**src/rtl/medidor_pkg.sv**
```systemverilog
// medidor_pkg
// Shared types and constants for the square-wave period meter.
//   estado_t     : measurement FSM state (ESPERA = idle, MIDIENDO = counting)
//   MODO_PERIODO : measure rising edge to rising edge
//   MODO_ALTO    : measure rising edge to falling edge (high time)
package medidor_pkg;

    typedef enum logic {
        ESPERA   = 1'b0,
        MIDIENDO = 1'b1
    } estado_t;

    localparam logic MODO_PERIODO = 1'b0;
    localparam logic MODO_ALTO    = 1'b1;

endpackage : medidor_pkg

```
**src/rtl/medidor_periodo_param_detector_flancos.sv**
```systemverilog
// detector_flancos
// Brings an asynchronous input into the clock domain with a two-flop
// synchroniser, keeps one history flop and reports single-cycle edge strobes.
// An input change first sampled at clock edge k shows up on sube/baja
// during the cycle that follows edge k+1.
// Ports:
//   reloj  in  1  clock, rising edge
//   reset  in  1  synchronous, active-high; clears all three flops
//   senal  in  1  asynchronous input
//   sube   out 1  rising-edge strobe (combinational from the flops)
//   baja   out 1  falling-edge strobe (combinational from the flops)
module detector_flancos (
    input  logic reloj,
    input  logic reset,
    input  logic senal,
    output logic sube,
    output logic baja
);

    logic sync1;
    logic sync2;
    logic prev;

    always_ff @(posedge reloj) begin
        if (reset) begin
            sync1 <= 1'b0;
            sync2 <= 1'b0;
            prev  <= 1'b0;
        end else begin
            sync1 <= senal;
            sync2 <= sync1;
            prev  <= sync2;
        end
    end

    assign sube = sync2 & ~prev;
    assign baja = ~sync2 & prev;

endmodule : detector_flancos

```
**src/rtl/medidor_periodo_param.sv**
```systemverilog
// medidor_periodo_param
// Measures an asynchronous square wave in prescaled ticks, either the full
// period (rise to rise) or the high time (rise to fall).
// Handshake: valido is a one-cycle strobe, asserted exactly in the cycle in
// which valor_periodo first shows a new result; there is no back-pressure,
// the consumer must capture valor_periodo on that strobe or use the held value.
// Ports:
//   reloj_placa   in  1      board clock, rising edge
//   reset         in  1      synchronous, active-high
//   onda_entrada  in  1      asynchronous square wave
//   modo          in  1      MODO_PERIODO / MODO_ALTO, latched at each start
//   valor_periodo out ANCHO  last completed measurement in ticks
//   valido        out 1      one-cycle pulse when valor_periodo updates
//   desborde      out 1      sticky: no closing edge within 2^ANCHO ticks
//   midiendo      out 1      FSM state is MIDIENDO (also serves as state debug)
module medidor_periodo_param
    import medidor_pkg::*;
#(
    parameter int ANCHO         = 16,
    parameter int DIV_PRESCALER = 50,
    parameter int ANCHO_PRE     = 6
) (
    input  logic             reloj_placa,
    input  logic             reset,
    input  logic             onda_entrada,
    input  logic             modo,
    output logic [ANCHO-1:0] valor_periodo,
    output logic             valido,
    output logic             desborde,
    output logic             midiendo
);

    logic                 sube;
    logic                 baja;
    estado_t              estado;
    estado_t              estado_sig;
    logic                 modo_r;
    logic [ANCHO_PRE-1:0] pre_cnt;
    logic [ANCHO-1:0]     cnt;
    logic                 tick;
    logic                 fin;
    logic                 inicio;
    logic                 ovf;

    detector_flancos u_detector (
        .reloj (reloj_placa),
        .reset (reset),
        .senal (onda_entrada),
        .sube  (sube),
        .baja  (baja)
    );

    assign tick     = (pre_cnt == ANCHO_PRE'(DIV_PRESCALER - 1));
    assign midiendo = (estado == MIDIENDO);

    // State register
    always_ff @(posedge reloj_placa) begin
        if (reset) begin
            estado <= ESPERA;
        end else begin
            estado <= estado_sig;
        end
    end

    // Next state and control strobes. fin has priority over overflow.
    always_comb begin
        estado_sig = estado;
        inicio     = 1'b0;
        fin        = 1'b0;
        ovf        = 1'b0;
        case (estado)
            ESPERA: begin
                if (sube) begin
                    inicio     = 1'b1;
                    estado_sig = MIDIENDO;
                end
            end
            MIDIENDO: begin
                fin = (modo_r == MODO_PERIODO) ? sube : baja;
                if (fin) begin
                    // In period mode the closing rise is also the next opening rise.
                    if (modo_r == MODO_PERIODO) begin
                        inicio = 1'b1;
                    end else begin
                        estado_sig = ESPERA;
                    end
                end else if (tick && (cnt == '1)) begin
                    ovf        = 1'b1;
                    estado_sig = ESPERA;
                end
            end
            default: begin
                estado_sig = ESPERA;
            end
        endcase
    end

    // Datapath: prescaler, tick counter, result and flags
    always_ff @(posedge reloj_placa) begin
        if (reset) begin
            pre_cnt       <= '0;
            cnt           <= '0;
            modo_r        <= MODO_PERIODO;
            valor_periodo <= '0;
            valido        <= 1'b0;
            desborde      <= 1'b0;
        end else begin
            valido <= fin;

            if (inicio || tick) begin
                pre_cnt <= '0;
            end else begin
                pre_cnt <= pre_cnt + ANCHO_PRE'(1);
            end

            if (fin) begin
                // A tick landing on the closing cycle still belongs to this result.
                valor_periodo <= cnt + ANCHO'(tick);
                desborde      <= 1'b0;
            end else if (ovf) begin
                desborde <= 1'b1;
            end

            if (inicio) begin
                cnt    <= '0;
                modo_r <= modo;
            end else if (tick && !ovf) begin
                cnt <= cnt + ANCHO'(1);
            end
        end
    end

endmodule : medidor_periodo_param
```
**config.mk**
```make
export PLATFORM = sky130hd
export DESIGN_NAME = medidor_periodo_param
export DESIGN_NICKNAME = d
export VERILOG_FILES = /design/src/rtl/medidor_pkg.sv /design/src/rtl/medidor_periodo_param_detector_flancos.sv /design/src/rtl/medidor_periodo_param.sv
export SDC_FILE = /design/constraint.sdc
export NUM_CORES = 1
export LEC_CHECK = 0
export CAP_MARGIN = 25
export CORE_MARGIN = 3
export CORE_UTILIZATION = 45
export DETAILED_ROUTE_END_ITERATION = 6
export GPL_TIMING_DRIVEN = 0
export PLACE_DENSITY_LB_ADDON = 0.12
export SYNTH_ARGS = -nofsm -noshare
export SYNTH_HDL_FRONTEND = slang
export SYNTH_SLANG_ARGS = --single-unit
```
**constraint.sdc**
```tcl
create_clock -name reloj_placa -period 2.7 [get_ports reloj_placa]
set_input_delay 0.81 -clock reloj_placa [delete_from_list [all_inputs] [get_ports reloj_placa]]
set_output_delay 0.81 -clock reloj_placa [all_outputs]
set_load 0.005 [all_outputs]
```
### After elaboration in Yosys (flattened, before gate mapping)

Cells that the tools add are included.

* bitwise logic cells: 5
* mux-type cells: 12
* reductions and logical operators: 7
* $add $sub $neg: 3
* equal/unequal tests: 2

Operators by type and width (count)
* $add 16x1->16: 1
* $add 16x1->16 const B: 1
* $eq 16x16->1 const B: 1
* $mux 1: 10
* $add 6x1->6 const B: 1
* $eq 6x6->1 const B: 1
* $reduce_or 2->1: 3
* $pmux 1 s2: 2
* $not 1->1: 3
* $and 1x1->1: 2
* $logic_and 1x1->1: 2
* $logic_not 1->1: 1
* $logic_or 1x1->1: 1

* input port bits: 4
* output and inout bits: 19
* word-level logic and storage cells: 39
* bits in registers: 45

### Logic depth before layout (Yosys ltp)

* depth in word-level cells: 7
* depth in mapped cells: 11
* mapped depth without buffers: 11

### Modules after synthesis

From an unflattened synthesis, not the netlist that was laid out.

* cells, all modules: 221
* area, all modules: 2072.0 um^2

By module, submodules not included
* medidor_periodo_param: cells an instance 213, area an instance 1980.6 um^2, sequential area each 840.8 um^2, instances 1
* detector_flancos: cells an instance 8, area an instance 91.3 um^2, sequential area each 60.1 um^2, instances 1

### Worst setup path before layout

No wires, ideal clock.

* path type: register to register
* from: reg pre_cnt[0]
* to: reg valor_periodo[15]
* slack: 0.617 ns
* required time: 2.614 ns
* setup time: 0.086 ns
* stages on the path, launching flop included: 11
* data arrival time: 1.997 ns
* clock period less this slack: 2.083 ns
* path buffers: 0
* cell sequence: dfxtp_1 > ha_1 > and4bb_1 > nand2_1 > inv_1 > ha_1 > nand3_1 > or3_1 > nor2_1 > xnor2_1 > a211oi_1

* cells in the longest elaborated chain, start to end: 2

Ends and longest elaborated chain
* start: declaration: RTL line medidor_periodo_param.sv:38 `logic [ANCHO_PRE-1:0] pre_cnt;`
* start signal: assignment: RTL line medidor_periodo_param.sv:113 `pre_cnt <= pre_cnt + ANCHO_PRE'(1);`
* $eq 6x6->1: RTL line medidor_periodo_param.sv:53 `assign tick = (pre_cnt == ANCHO_PRE'(DIV_PRESCALER - 1));`
* $add 16x1->16: RTL line medidor_periodo_param.sv:118 `valor_periodo <= cnt + ANCHO'(tick);`
* end signal: assignment: RTL line medidor_periodo_param.sv:118
* end: declaration: RTL line medidor_periodo_param.sv:27 `output logic [ANCHO-1:0] valor_periodo,`

No other way between the ends.
A chain may end at the register's enable or synchronous reset.

### Worst setup path after layout

* from: reg pre_cnt[0]
* to: reg valor_periodo[13]

The elaborated chain is that of the path after synthesis.

==> report_table.html <==
<table>
<tr><th>Metric</th><th>Value</th></tr>
<tr><th colspan="2">Floorplan</th></tr>
<tr><td># rows</td><td>24</td></tr>
<tr><td>Horizontal die dimension</td><td>76.2 um</td></tr>
<tr><td>Die Y-Extent</td><td>76.2 um</td></tr>
<tr><td>Initial Util</td><td>48.5%</td></tr>
<tr><td>Std-Cell Core Area</td><td>4560 sq um</td></tr>
<tr><td>Area enclosed by the die boundary</td><td>5800 sq um</td></tr>
<tr><td>Ports</td><td>23</td></tr>
<tr><th colspan="2">Pwr</th></tr>
<tr><td>Clock network power share</td><td>42.0%</td></tr>
<tr><td>Proportion of total power due to net switching</td><td>20.8%</td></tr>
<tr><td>Total Power Consumption</td><td>0.00126 W</td></tr>
<tr><td>Proportion of power drawn by flip-flops and latches</td><td>54.1%</td></tr>
<tr><td>Switching power total</td><td>0.000261 W</td></tr>
<tr><td>Worst supply voltage drop on vdd</td><td>0.292 mV</td></tr>
<tr><td>Combinational Power Share</td><td>3.9%</td></tr>
<tr><td>Power density over the cells</td><td>478 nW/um^2</td></tr>
<tr><td>Static leakage</td><td>0.858 nW</td></tr>
<tr><td>Design internal power</td><td>0.000996 W</td></tr>
<tr><th colspan="2">Yosys</th></tr>
<tr><td>Xor/xnor share of the synthesized area</td><td>9.10%</td></tr>
<tr><td>Total nets after synthesis</td><td>260</td></tr>
<tr><td>Number of storage elements in the synthesis netlist</td><td>45</td></tr>
<tr><td>Simple-gate portion of the synthesized area</td><td>24.6%</td></tr>
<tr><td>Area of the mapped netlist</td><td>2210 sq um</td></tr>
<tr><td>Main combinational cell family by area after synthesis</td><td>simple AND/OR/NAND/NOR gates</td></tr>
<tr><td>Most used flip-flop cell after synthesis</td><td>sky130_fd_sc_hd__dfxtp_1</td></tr>
<tr><td>Fraction of the mapped netlist area in compound gates</td><td>14.0%</td></tr>
<tr><td>Number of flops mapped to enable cells by yosys</td><td>0</td></tr>
<tr><td>Synthesized area divided by synthesized cell count</td><td>8.86 sq um</td></tr>
<tr><td>Number of library cell types mapped by synthesis</td><td>42</td></tr>
<tr><td>Post-synthesis share of cell area spent on full adders, half adders and majority gates</td><td>3.39%</td></tr>
<tr><td>Share of synthesized area occupied by flip-flops and latches</td><td>40.7%</td></tr>
<tr><td>Post-synthesis mux area share</td><td>1.36%</td></tr>
<tr><td>Warning count from the yosys run</td><td>0</td></tr>
<tr><td>Gate Count Post-Synth</td><td>250</td></tr>
<tr><td>Fraction of registers with async set or reset after synthesis</td><td>0%</td></tr>
<tr><th colspan="2">STA</th></tr>
<tr><td>Number of max-slew violations in the final report</td><td>0</td></tr>
<tr><td>Setup Skew</td><td>2.66 ps</td></tr>
<tr><td>Transition time of the tightest slew-check pin</td><td>530 ps</td></tr>
<tr><td>Number of setup violations in the final report</td><td>0</td></tr>
<tr><td>Worst-case setup margin in the final layout</td><td>315 ps</td></tr>
<tr><td>Share of the clock period used by the worst path after layout</td><td>88.3%</td></tr>
<tr><td>Minimum clock period after layout</td><td>2390 ps</td></tr>
<tr><td>Maximum clock frequency</td><td>419 MHz</td></tr>
<tr><td>Worst-case headroom to the max-slew limit</td><td>64.4%</td></tr>
<tr><td>Unrepaired setup endpoints after global routing</td><td>no</td></tr>
<tr><td>Accumulated negative setup slack</td><td>0 ps</td></tr>
<tr><td>Hold violation total from the final report</td><td>0</td></tr>
<tr><th colspan="2">Finish</th></tr>
<tr><td>Layout net count</td><td>289</td></tr>
<tr><td>FILL cells</td><td>452</td></tr>
<tr><td>Final non-filler cell area</td><td>2630 sq um</td></tr>
<tr><td>Commonest non-fill, non-tap cell in the layout</td><td>sky130_fd_sc_hd__dfxtp_1</td></tr>
<tr><td>Ratio of cells with drive above 1 in the final layout</td><td>8.21%</td></tr>
<tr><td>Area overhead of the layout relative to synthesis</td><td>18.9%</td></tr>
<tr><td>Number of antenna repair diodes</td><td>0</td></tr>
<tr><td>Most frequent cells in the layout</td><td>sky130_fd_sc_hd__dfxtp_1 (45), sky130_fd_sc_hd__nor2_1 (39), sky130_fd_sc_hd__clkdlybuf4s50_1 (22)</td></tr>
<tr><th colspan="2">Global routing</th></tr>
<tr><td>Sum of overflow across all layers after global routing</td><td>0</td></tr>
<tr><td>Via count of the first global-routing pass</td><td>1606</td></tr>
<tr><td>First-pass GRT wire length</td><td>7.98 mm</td></tr>
<tr><td>Overall routing resource usage</td><td>17.0%</td></tr>
<tr><td>Maximum number of pins on one net before global-route repair</td><td>14</td></tr>
<tr><td>Number of antenna violations at the first check in global routing</td><td>0</td></tr>
<tr><th colspan="2">Worst setup path</th></tr>
<tr><td>Critical Path End Type</td><td>flip-flop</td></tr>
<tr><td>Delay contributed by the slowest stage of the critical path</td><td>460 ps</td></tr>
<tr><td>Category of the critical setup timing path</td><td>flip-flop to flip-flop</td></tr>
<tr><td>Data arrival at the endpoint of the critical path</td><td>2600 ps</td></tr>
<tr><td>Crit-path slowest cell</td><td>sky130_fd_sc_hd__or3_1</td></tr>
<tr><td>Cell-by-cell listing of the critical path</td><td>ha_1 &gt; and4bb_1 &gt; nand2_1 &gt; inv_1 &gt; ha_1 &gt; nand3_1 &gt; or3_1 &gt; nor2_1 &gt; xnor2_1 &gt; a211oi_1</td></tr>
<tr><td>CP most frequent cell</td><td>sky130_fd_sc_hd__ha_1</td></tr>
<tr><td>Max FO, Critical Path</td><td>6</td></tr>
<tr><td>Setup crit start kind</td><td>flip-flop</td></tr>
<tr><td>WP data required</td><td>2920 ps</td></tr>
<tr><th colspan="2">Routing</th></tr>
<tr><td>Vias after detailed routing</td><td>1804</td></tr>
<tr><td>Number of DRC markers in iteration 0</td><td>52</td></tr>
<tr><td>Drt total wl</td><td>4.61 mm</td></tr>
<tr><td>Drt drc</td><td>0</td></tr>
<tr><td>Detail-routed via count per cell</td><td>5.23</td></tr>
<tr><td>Wire length per cell</td><td>13.4 um</td></tr>
<tr><td>Remaining antenna violation count after routing</td><td>0</td></tr>
<tr><td>Length of the first detailed-routing pass in iterations</td><td>4</td></tr>
<tr><th colspan="2">Clocking</th></tr>
<tr><td>Clock latency on the worst-skew pair</td><td>300 ps</td></tr>
<tr><td>Number of buffers added by the clock tree synthesis step</td><td>5</td></tr>
<tr><td>Maximum level of the CTS H-tree</td><td>2</td></tr>
<tr><td>Number of gates resized after CTS</td><td>0</td></tr>
<tr><td>TritonCTS clock tree</td><td>built</td></tr>
<tr><td>Clock transition time at the flip-flop clock pins of the worst setup and hold paths</td><td>80 ps</td></tr>
<tr><td># clock sinks</td><td>45</td></tr>
<tr><td>Number of buffers on the longest clock path</td><td>2</td></tr>
<tr><td>Postcts setup bufs</td><td>0</td></tr>
<tr><td>CTS hold repair buffers</td><td>0</td></tr>
<tr><td>Clock root buffer</td><td>sky130_fd_sc_hd__clkbuf_8</td></tr>
<tr><th colspan="2">Placement</th></tr>
<tr><td>Post-detailed-placement cell area</td><td>2520 sq um</td></tr>
<tr><td>Global placement routability congestion</td><td>0.876</td></tr>
<tr><td>Number of I/O port buffers</td><td>22</td></tr>
<tr><td>Worst-case setup slack after placement</td><td>235 ps</td></tr>
<tr><td>Half-perimeter wire length of the detailed placement result</td><td>3.40 mm</td></tr>
<tr><th colspan="2">Hold path</th></tr>
<tr><td>Path type of the worst min-delay path</td><td>flip-flop to flip-flop</td></tr>
<tr><th colspan="2">Outcome</th></tr>
<tr><td>Outcome</td><td>complete, no violations</td></tr>
<tr><th colspan="2">Flow run</th></tr>
<tr><td>Number of maximum-capacitance violations</td><td>0</td></tr>
</table>
==> worst max-delay path, delay by kind of cell, from the launching register on <==
family	cells	cell delay [ps]
AND/OR/NAND/NOR	5	1140
flip-flops	1	380
adder cells (fa/ha/maj)	2	350
AO/OA/AOI/OAI	1	230
buffers and inverters	1	120
XOR/XNOR	1	90
==> final cells by class <==
type	instances	area [sq um]	share of cell area, %
multi-input cells	184	1160	44.1
flip-flops and latches	45	901	34.2
repair buffers	22	220	8.37
plain buffers	16	134	5.09
clock buffers	7	86.3	3.28
well taps	65	81.3	3.09
clock inverters	1	30.0	1.14
inverters	5	18.8	0.713
==> routing by layer <==
layer | vias up | part of all wire [%] | global-route usage (%)
li1 | 941 | - | -
met1 | 823 | 52 | 23.7
met2 | 32 | 43 | 25.4
met3 | 8 | 3.3 | 3.90
met4 | 0 | 1.6 | 6.52
met5 | - | 0 | 0
==> cells in the mapped netlist, types with 6 or more instances <==
library cell	instances	share of area, %
sky130_fd_sc_hd__dfxtp_1	45	41
sky130_fd_sc_hd__xor2_1	15	5.9
sky130_fd_sc_hd__clkbuf_1	6	1.0
sky130_fd_sc_hd__o21ai_0	9	2.0
sky130_fd_sc_hd__nor2_1	39	6.6
sky130_fd_sc_hd__nand4_1	8	2.3
sky130_fd_sc_hd__nand2_1	15	2.5
sky130_fd_sc_hd__nand3_1	12	2.7
sky130_fd_sc_hd__a211oi_1	13	4.4
sky130_fd_sc_hd__ha_1	6	3.4
sky130_fd_sc_hd__xnor2_1	8	3.2
sky130_fd_sc_hd__a21oi_1	12	2.7
==> through the flow <==
step                hold slack, ps  std cells  utilization (%)
floorplan                      414        250                -
global placement               440        337             55.1
detailed placement             431        337             55.1
CTS                            463        345             57.7
global route                   493        345             57.7
finish                         456        345             57.7
==> path summary, 6_finish.rpt <==
| path | depth (start not counted) | slack (ps) | endpoint | from |
|---|---|---|---|---|
| max reg2reg | 10 | 310 | valor_periodo[13] | pre_cnt[0] |
| min reg2reg | 1 | 460 | u_detector.sync2 | u_detector.sync1 |
| max | 10 | 310 | valor_periodo[13] | pre_cnt[0] |
| min | 1 | 460 | u_detector.sync2 | u_detector.sync1 |
==> flip-flops by register name, summed over array words and instances (netlist names) <==
signal,cells
cnt,16
valor_periodo,16
pre_cnt,6
desborde,1
midiendo,1
modo_r,1
u_detector.prev,1
u_detector.sync1,1
u_detector.sync2,1
valido,1
==> logic make-up (layout without fill, tap and decap cells) <==
kind of cell,count (synthesis),after routing
adder cells (fa/ha/maj),6,6
flip-flops,45,45
AND/OR/NAND/NOR,105,105
multiplexers,3,3
XOR/XNOR,23,23
buffers and inverters,21,51
AO/OA/AOI/OAI,47,47
==> power groups by stage <==
stage / Sequential, W / Combinational, W / Clock, W
global placement: 0.000696 / 0.0000495 / 0
CTS: 0.000680 / 0.0000505 / 0.000544
detailed placement: 0.000696 / 0.0000498 / 0
global route: 0.000682 / 0.0000561 / 0.000561
floorplan: 0.000695 / 0.0000287 / 0
finish: 0.000680 / 0.0000496 / 0.000528
(Power assumes the default switching activity.)
